`config.mk`:
```
export PLATFORM = sky130hd
export DESIGN_NAME = dog_status_encoder
export DESIGN_NICKNAME = d
export VERILOG_FILES = /design/src/rtl/dog_status_encoder.sv
export SDC_FILE = /design/constraint.sdc
export NUM_CORES = 1
export LEC_CHECK = 0
export CORE_MARGIN = 4
export CORE_UTILIZATION = 51
export CTS_BUF_LIST = sky130_fd_sc_hd__clkbuf_8
export DETAILED_ROUTE_END_ITERATION = 8
export GPL_ROUTABILITY_DRIVEN = 0
export PLACE_DENSITY = 0.77
export SYNTH_ARGS = -nofsm -noshare
export SYNTH_HDL_FRONTEND = slang
export SYNTH_SLANG_ARGS = --single-unit
```
`constraint.sdc`:
```
create_clock -name clk -period 1.8 [get_ports clk]
set_input_delay 0.18 -clock clk [delete_from_list [all_inputs] [get_ports clk]]
set_output_delay 0.18 -clock clk [all_outputs]
set_load 0.01 [all_outputs]
```
`src/rtl/dog_status_encoder.sv`:
```
// Action/speed status encoder for the two-digit 7-segment display stage.
// Define BLINK_EN to blink both digits during the hold after a change.
module dog_status_encoder #(
  parameter int HOLD_CYCLES  = 25_000_000,
  parameter int BLINK_CYCLES = 6_250_000
) (
  input  logic       clk,
  input  logic       rst,
  input  logic       upd_valid,
  output logic       upd_ready,
  input  logic [2:0] action,
  input  logic [1:0] speed,
  output logic [6:0] seg_act,
  output logic [6:0] seg_spd,
  output logic       digit1_en,
  output logic       digit4_en,
  output logic       busy,
  output logic       act_err
);

  typedef enum logic [1:0] {
    IDLE = 2'd0,
    LOAD = 2'd1,
    HOLD = 2'd2
  } state_t;

  localparam int HCW = $clog2(HOLD_CYCLES);
  localparam logic [HCW-1:0] HOLD_LAST = HCW'(HOLD_CYCLES - 1);

  localparam logic [6:0] SEG_P    = 7'b0001100;
  localparam logic [6:0] SEG_ZERO = 7'b1000000;

  function automatic logic [6:0] enc_act(input logic [2:0] a);
    logic [6:0] s;
    case (a)
      3'd0:    s = 7'b0001100;
      3'd1:    s = 7'b0001000;
      3'd2:    s = 7'b1000110;
      3'd3:    s = 7'b1000111;
      3'd4:    s = 7'b0100001;
      default: s = 7'b0111111;
    endcase
    return s;
  endfunction

  function automatic logic [6:0] enc_spd(input logic [1:0] v);
    logic [6:0] s;
    case (v)
      2'd0:    s = 7'b1000000;
      2'd1:    s = 7'b1111001;
      2'd2:    s = 7'b0100100;
      2'd3:    s = 7'b0110000;
      default: s = 7'b1000000;
    endcase
    return s;
  endfunction

  state_t         state_r;
  state_t         next_state_s;
  logic [2:0]     act_r;
  logic [1:0]     spd_r;
  logic [HCW-1:0] hold_cnt_r;
  logic [6:0]     seg_act_r;
  logic [6:0]     seg_spd_r;
  logic           act_err_r;
  logic           hs_s;
  logic           changed_s;

  assign upd_ready = (state_r == IDLE) && !rst;
  assign busy      = (state_r != IDLE);
  assign hs_s      = upd_valid && upd_ready;
  assign changed_s = (action != act_r) || (speed != spd_r);
  assign seg_act   = seg_act_r;
  assign seg_spd   = seg_spd_r;
  assign act_err   = act_err_r;

  // Next-state decode; a same-value update is accepted without leaving IDLE.
  always_comb begin
    next_state_s = state_r;
    case (state_r)
      IDLE: begin
        if (hs_s && changed_s) begin
          next_state_s = LOAD;
        end else begin
          next_state_s = IDLE;
        end
      end
      LOAD: next_state_s = HOLD;
      HOLD: begin
        if (hold_cnt_r == HOLD_LAST) begin
          next_state_s = IDLE;
        end else begin
          next_state_s = HOLD;
        end
      end
      default: next_state_s = IDLE;
    endcase
  end

  // State, captured pair, encoded segments and hold counter.
  always_ff @(posedge clk) begin
    if (rst) begin
      state_r    <= IDLE;
      act_r      <= 3'd0;
      spd_r      <= 2'd0;
      hold_cnt_r <= '0;
      seg_act_r  <= SEG_P;
      seg_spd_r  <= SEG_ZERO;
      act_err_r  <= 1'b0;
    end else begin
      state_r <= next_state_s;
      if (hs_s) begin
        act_r <= action;
        spd_r <= speed;
      end
      case (state_r)
        LOAD: begin
          seg_act_r  <= enc_act(act_r);
          seg_spd_r  <= enc_spd(spd_r);
          act_err_r  <= (act_r > 3'd4);
          hold_cnt_r <= '0;
        end
        HOLD: begin
          // Saturate at the terminal count; the FSM leaves HOLD there.
          if (hold_cnt_r != HOLD_LAST) begin
            hold_cnt_r <= hold_cnt_r + HCW'(1);
          end
        end
        default: ;
      endcase
    end
  end

`ifdef BLINK_EN
  localparam int BCW = (BLINK_CYCLES > 1) ? $clog2(BLINK_CYCLES) : 1;
  localparam logic [BCW-1:0] BLINK_LAST = BCW'(BLINK_CYCLES - 1);

  logic [BCW-1:0] blink_cnt_r;
  logic           blink_en_r;

  // Blink toggle: dark from the first HOLD cycle, steady on outside HOLD.
  always_ff @(posedge clk) begin
    if (rst) begin
      blink_cnt_r <= '0;
      blink_en_r  <= 1'b1;
    end else begin
      case (state_r)
        LOAD: begin
          blink_cnt_r <= '0;
          blink_en_r  <= 1'b0;
        end
        HOLD: begin
          if (hold_cnt_r == HOLD_LAST) begin
            blink_cnt_r <= '0;
            blink_en_r  <= 1'b1;
          end else if (blink_cnt_r == BLINK_LAST) begin
            blink_cnt_r <= '0;
            blink_en_r  <= ~blink_en_r;
          end else begin
            blink_cnt_r <= blink_cnt_r + BCW'(1);
          end
        end
        default: begin
          blink_cnt_r <= '0;
          blink_en_r  <= 1'b1;
        end
      endcase
    end
  end

  assign digit1_en = blink_en_r;
  assign digit4_en = blink_en_r;
`else
  assign digit1_en = 1'b1;
  assign digit4_en = 1'b1;
`endif

endmodule

```
# ---- Yosys cells after proc, flatten, opt, wreduce, memory -nomap -nowiden
# Index checks and enable logic that the tools add are counted.
dict set report classes {
  addsub 1
  magnitude_cmp 1
  eq_ne 14
  mux 7
  reduce_logical 11
}
# cell count
set op_table {}
lappend op_table {{$pmux 25 s2} 1}
lappend op_table {{$pmux 7 s5} 1}
lappend op_table {{$pmux 7 s4} 1}
lappend op_table {{$add 25x1->25 const B} 1}
lappend op_table {{$eq 25x25->1 const B} 1}
lappend op_table {{$mux 25} 1}
lappend op_table {{$ne 25x25->1 const B} 1}
lappend op_table {{$eq 2x2->1 const B} 3}
lappend op_table {{$eq 3x2->1 const B} 2}
lappend op_table {{$pmux 2 s3} 1}
lappend op_table {{$eq 2x1->1 const B} 2}
lappend op_table {{$logic_not 2->1} 2}
lappend op_table {{$reduce_bool 2->1} 2}
lappend op_table {{$eq 3x1->1 const B} 1}
lappend op_table {{$eq 3x3->1 const B} 1}
lappend op_table {{$gt 3x3->1 const B} 1}
lappend op_table {{$logic_and 1x1->1} 3}
lappend op_table {{$logic_not 3->1} 1}
lappend op_table {{$ne 3x3->1} 1}
lappend op_table {{$mux 2} 1}
lappend op_table {{$ne 2x2->1} 1}
lappend op_table {{$ne 2x2->1 const B} 1}
lappend op_table {{$reduce_and 2->1} 1}
lappend op_table {{$logic_not 1->1} 1}
lappend op_table {{2 further kinds} 2}
dict set report totals {
  reg_bits 47
  inputBits 8
  out_inout_bits 19
  word_cells 41
}

# ---- Depth between registers and ports, before layout
# Gate-level depths: netlist of the first run.
dict set report logic_depth {
  ltp_word 6
  ltp_mapped 8
  depth_no_buf 6
}

# ---- Worst setup path after synthesis of the first run
# Ideal clock, no wire load.
dict set report synth_timing {
  path_type {reg2reg}
  start {register hold_cnt_r[1]}
  end {register hold_cnt_r[19]}
  setup_ns 0.122
  arrival_time_ns 1.811
  required_time_ns 1.678
  setup_slack_ns -0.133
  path_stages_with_launch 7
  n_path_buf 1
  synth_period_minus_slack_ns 1.933
  path_cell_list {dfxtp_1 > ha_1 > nand4_1 > or3b_4 > o21a_4 > buf_6 > a221o_1}
}
dict set report synth_between {
  elab_chain_cells 3
  elab_cells_between_ends 6
  cone_classes {add/sub (1); eq/ne (2); mux (2); reduce/logical (1)}
}
# item line
set synth_rtl {}
lappend synth_rtl {{from (decl)} 62} ;# logic [HCW-1:0] hold_cnt_r;
lappend synth_rtl {{from (signal assigned)} 126} ;# hold_cnt_r <= hold_cnt_r + HCW'(1);
lappend synth_rtl {{$add 25x1->25 or $ne 25x25->1 (tied branches)} {126, 125}}
lappend synth_rtl {{$mux 25 or $ne 2x2->1 (tied branches)} --}
lappend synth_rtl {{$pmux 25 s2 or $reduce_and 2->1 (tied branches)} --}
# Parallel ways exist; a longest one is shown, timed or not. The select of a mux whose other input is x is not followed.
# A chain may end at the register's enable or synchronous reset.

# ---- Worst setup path after layout of the first run
dict set report layout_timing {
  start {register hold_cnt_r[0]}
  end {register hold_cnt_r[18]}
}
# The elaborated chain is that of the path after synthesis.

==> flow_summary.yaml, run 1 <==
status:
  status: "complete, but fails checks"
  violations: "negative setup slack"
critical_path:
  reg2reg_to: "hold_cnt_r[18]"
  cp-end-kind: "flip-flop"
  critPathMaxFanout: 4
  r2r_setup_slack_ns: -0.09
  r2r_start: "hold_cnt_r[0]"
  cp.arrival_ns: 2.09
  cp.required_ns: 1.99
  crit_type: "flip-flop to flip-flop"
  reg2regPathDepth: 7
  cp-start-kind: "flip-flop"
yosys:
  synth_edf_count: 0
  synthSimpleGateAreaFrac: 0.3247
  synth_top_family_by_area: "simple AND/OR/NAND/NOR gates"
  netlist_instances: 264
  synth_compound_area_frac: 0.1792
  yosysUniqueCellTypes: 59
  syn_area_um2: 2270
  synthAdderAreaFrac: 0.005513
  avgSynthCellArea_um2: 8.597
  yosysWarningCount: 0
  yosys.area_share.xor_xnor: 0.03087
  synth_seq_cells: 45
  synth.area.mux_share: 0.004961
  synth-seq-area-share: 0.3969
  ys_async_sr_fraction: 0
  synth-main-ff-cell: "dfxtp_1"
global_route:
  grt_usage: 0.2245
  grt_pass1_vias: 2132
  grt_pass1_wl_um: 9694
  antenna_found_initial: 0
  grt_overflow: 0
  grt_max_degree: 22
sta:
  max_slew_margin: 0.5102
  rsz0062_at_grt: "yes"
  worstMarginPinSlew_ns: 0.7320
  finalSetupTns_ns: -0.6966
  fin_ws_ns: -0.09402
  fmax_mhz: 528.0
  fin_crit_sh: 1.052
  finalMaxSlewViolations: 0
  finalHoldViolCount: 0
  period_needed_ns: 1.894
  setup_viol: 14
  fin_skew_ns: 0.007061
worst_hold_path:
  min_to: "seg_spd[2]"
  hold_depth: 2
  hp-start: "seg_spd[2]"
  hold_path_class: "flip-flop to flip-flop"
clock_network:
  cts_buffers: 5
  clk_pin_slew_ns: 0.09
  cts_root_buf: "clkbuf_8"
  cts_tree: "done"
  htree_num_levels: 2
  clockBufferDepth: 2
  cts.sinks: 45
  clock_latency_ns: 0.30
finish:
  area_growth_pct: 39.58
  final_core_util: 0.7645
  nFillCells: 280
  final_cell_mix: "buf_4 (51), dfxtp_1 (37), nand2_1 (25), clkdlybuf4s50_1 (22)"
  final_common_cell: "buf_4"
  regArea_um2: 915.9
  finalNetCount: 343
  n_antenna_cell: 0
  drive_above_1_share: 0.3015
  final_cell_area_um2: 3168
  multi_input_area_um2: 1394
placement:
  dpl-instance-area_um2: 2835
  dp_hpwl_um: 4080
  io_buffers: 23
  placement.setup.worst_slack_ns: -0.1509
die:
  die-area_um2: 5582
  die_h_um: 74.71
  start_util: 0.5477
  rows: 23
  ioPinCount: 27
  coreArea_um2: 4144
  chipWidth_um: 74.71
drt:
  drt_wl_total_um: 6405
  ant_nets: 0
  drt_iter0_drc: 265
  vias_per_cell: 6.101
  first_pass_iters: 6
  routedWlPerCell_um: 16.64
  vias: 2349
  drc: 0
pwr:
  p_leak_nw: 1.270
  cellPowerDensity_nw_per_um2: 660.1
  vdd.ir_drop.worst_mv: 0.4267
run:
  drv_cap: 0
## kinds of logic (layout without fill, tap and decap cells)
kind of cell / count (synthesis) / after routing
flip-flops: 45 / 45
AO/OA/AOI/OAI: 56 / 57
adder cells (fa/ha/maj): 1 / 1
buffers and inverters: 20 / 89
AND/OR/NAND/NOR: 131 / 131
other: 2 / 3
multiplexers: 1 / 1
XOR/XNOR: 8 / 8
## power by group
part           total [mW]  internal [mW]  switching (mW)
registers            1.05           1.02          0.0324
logic               0.289          0.141           0.148
clock network       0.748          0.406           0.342
total                2.09           1.57           0.522
## cell usage after synthesis, drive strengths merged (7+ instances only)
library cell | count | area [um2]
and3 | 7 | 43.79
nand3 | 21 | 122.6
nor2 | 19 | 78.82
nor3 | 12 | 60.06
clkbuf | 9 | 33.78
o21ai | 11 | 70.07
a21oi | 12 | 63.81
nand2 | 25 | 93.84
buf | 9 | 82.58
nand4 | 10 | 62.56
nand2b | 7 | 43.79
dfxtp | 45 | 900.9
## worst max-delay path by stage
stage	from	end	slack, ns	cells after the start
2_1_floorplan	hold_cnt_r[1]	hold_cnt_r[19]	-0.007	6
3_5_place_dp	hold_cnt_r[8]	hold_cnt_r[23]	-0.15	7
6_report	hold_cnt_r[0]	hold_cnt_r[18]	-0.09	7
3_3_place_gp	hold_cnt_r[8]	hold_cnt_r[18]	-0.08	5
4_1_cts	hold_cnt_r[0]	hold_cnt_r[19]	-0.07	6
5_1_grt	hold_cnt_r[0]	hold_cnt_r[24]	-0.15	9
## layer usage
layer	share of wire	vias to the layer above	global-route usage
li1	-	1114	-
met1	0.42	1114	0.2948
met2	0.49	100	0.3678
met3	0.059	21	0.04139
met4	0.027	0	0.08498
met5	0	-	0
## sequential cells by signal (all words and copies together) (netlist names)
signal / count
spd_r: 2
hold_cnt_r: 25
act_err: 1
state_r: 2
act_r: 3
seg_spd: 5
seg_act: 7
## cell type report
type | count | area share
clock buffers | 5 | 0.02172
repair buffers | 79 | 0.2148
flip-flops and latches | 45 | 0.2891
multi-input cells | 201 | 0.4400
clock inverters | 3 | 0.01224
well taps | 50 | 0.01975
inverters | 2 | 0.002370
## metrics by stage
stage / hold slack, ns / total power [mW] / cells
6_report: 0.4496 / 2.091 / 385
4_1_cts: 0.4544 / 2.091 / 380
3_5_place_dp: 0.4422 / 1.354 / 367
2_1_floorplan: 0.2886 / 1.240 / 265
3_3_place_gp: 0.4411 / 1.347 / 367
5_1_grt: 0.4709 / 2.164 / 385
## timing repair
action / 4_1_cts / 5_1_grt
gates resized for setup: 9 / 24
cloned: 1 / 0
hold buffers: 0 / 0
endpoints found under the setup margin: 24 / 26
pin swaps: 9 / 8
buffers inserted: 4 / 5
## critical path, stage by stage, from the launching register on
cell,delay [ns]
dfxtp_4,0.37
ha_4,0.13
buf_4,0.11
nand3_1,0.22
nor3_2,0.32
nand3_1,0.16
and3_1,0.21
a211o_1,0.25
Note: power is estimated with default switching activity, not from simulation.
==> run 2, diff against run 1 <==
--- a/config.mk
+++ b/config.mk
@@ -5,8 +5,10 @@
 export SDC_FILE = /design/constraint.sdc
 export NUM_CORES = 1
 export LEC_CHECK = 0
+export CELL_PAD_IN_SITES_DETAIL_PLACEMENT = 1
+export CELL_PAD_IN_SITES_GLOBAL_PLACEMENT = 1
 export CORE_MARGIN = 4
-export CORE_UTILIZATION = 51
+export CORE_UTILIZATION = 39
 export CTS_BUF_LIST = sky130_fd_sc_hd__clkbuf_8
 export DETAILED_ROUTE_END_ITERATION = 8
 export GPL_ROUTABILITY_DRIVEN = 0
==> flow_summary.yaml, run 2 (synthesized netlist as in run 1, its figures left out) <==
status:
  status: "complete, but fails checks"
  violations: "negative setup slack"
global_route:
  grt_overflow: 0
  grt_usage: 0.2565
  grt_pass1_vias: 2770
  grt_pass1_wl_um: 14620
  antenna_found_initial: 0
  grt_max_degree: 22
clock_network:
  clockBufferDepth: 2
  clk_pin_slew_ns: 0.09
  cts_buffers: 5
  clock_latency_ns: 0.30
  htree_num_levels: 2
  cts_root_buf: "clkbuf_8"
  cts.sinks: 45
  cts_tree: "done"
die:
  start_util: 0.4072
  die_h_um: 84.29
  ioPinCount: 27
  chipWidth_um: 84.29
  rows: 27
  die-area_um2: 7104
  coreArea_um2: 5574
sta:
  finalMaxSlewViolations: 0
  fmax_mhz: 505.6
  timing.hold.ws_ns: 0.4601
  finalSetupTns_ns: -2.307
  period_needed_ns: 1.978
  fin_skew_ns: 0.009654
  fin_crit_sh: 1.099
  finalHoldViolCount: 0
  setup_viol: 22
  rsz0062_at_grt: "yes"
  fin_ws_ns: -0.1777
run:
  drv_cap: 0
critical_path:
  cp_slowest_cell: "nor4b_2"
  critPathMaxFanout: 8
  cp.required_ns: 1.98
  cpPeakStageDelay_ns: 0.41
  crit_chain: "nor4b_2 > nand4b_4 > buf_4 > o21a_4 > and3_4 > a221o_1"
  crit_type: "flip-flop to flip-flop"
  cp-start-kind: "flip-flop"
  cp.arrival_ns: 2.16
  cp-end-kind: "flip-flop"
drt:
  vias: 2512
  vias_per_cell: 5.939
  drt_wl_total_um: 9804
  first_pass_iters: 4
  ant_nets: 0
  routedWlPerCell_um: 23.18
  drc: 0
  drt_iter0_drc: 243
placement:
  dp_hpwl_um: 5298
  dp.cells: 398
  io_buffers: 23
finish:
  regMostFlops: "hold_cnt_r"
  final_cell_mix: "buf_4 (63), dfxtp_1 (31), nand2_1 (24), clkdlybuf4s50_1 (22), nor2_1 (18)"
  largest_register_ffs: 25
  area_growth_pct: 53.53
  nFillCells: 629
  drive_above_1_share: 0.4103
  final_common_cell: "buf_4"
  layoutNonFillerInstCount: 423
  n_antenna_cell: 0
  final_core_util: 0.6251
  finalNetCount: 359
pwr:
  p_leak_nw: 1.367
  cellPowerDensity_nw_per_um2: 642.0
  vdd.ir_drop.worst_mv: 0.4584
worst_hold_path:
  hold_path_class: "flip-flop to flip-flop"
-- run 2: where the power goes --
group	leakage [nW]	switching (mW)	total (mW)	internal (mW)
combinational	0.933	0.184	0.345	0.162
sequential	0.372	0.0355	1.06	1.02
clock	0.0617	0.381	0.834	0.453
-- run 2: final cells by class --
class                   instances  area [um2]  area share
multi-input cells             201        1533      0.4399
flip-flops and latches         45       923.4      0.2650
repair buffers                 95       812.0      0.2330
well taps                      72       90.09     0.02585
clock buffers                   6       82.58     0.02370
clock inverters                 2       36.28     0.01041
inverters                       2       7.507    0.002154
-- run 2: metal layers --
layer	routed length, um	track usage
met5	0	0
met2	5011	0.4519
met4	468	0.1126
met1	3874	0.2965
met3	449	0.05594
-- run 2: final timing paths --
path	cells past startpoint	startpoint	slack, ns	end
worst max-delay path	6	hold_cnt_r[23]	-0.18	hold_cnt_r[19]
worst min-delay path	2	seg_spd[2]	0.46	seg_spd[2]
worst max register to register	6	hold_cnt_r[23]	-0.18	hold_cnt_r[19]
worst min register to register	2	seg_spd[2]	0.46	seg_spd[2]
-- run 2: worst max-delay path: cells and delay by family, from the launching register on --
| kind | cells | cell delay [ns] |
|---|---|---|
| buf+inv | 1 | 0.20 |
| simple gates | 3 | 0.76 |
| flops | 1 | 0.36 |
| compound gates | 2 | 0.54 |
-- run 2: metrics by stage --
stage	total power, mW	worst slack, ns	instance area (um2)
global placement	1.361	-0.07021	2930
global route	2.309	-0.2491	3485
finish	2.237	-0.1777	3485
detailed placement	1.375	-0.1171	2930
CTS	2.193	-0.04637	3252
floorplan	1.240	-0.007189	2293
-- run 2: repair_timing --
item	CTS	global route
endpoints found under the hold margin	0	0
buffers inserted	8	10
pin swaps	21	22
endpoints found under the setup margin	25	25
hold buffers	0	0
gates cloned	1	0
resized for setup	27	41
==> run 3, diff against run 2 <==
--- a/config.mk
+++ b/config.mk
@@ -10,6 +10,7 @@
 export CORE_MARGIN = 4
 export CORE_UTILIZATION = 39
 export CTS_BUF_LIST = sky130_fd_sc_hd__clkbuf_8
+export CTS_CLUSTER_SIZE = 16
 export DETAILED_ROUTE_END_ITERATION = 8
 export GPL_ROUTABILITY_DRIVEN = 0
 export PLACE_DENSITY = 0.77
==> results of run 3 <==
The final DEF is identical to that of run 2; final timing and power are the same.
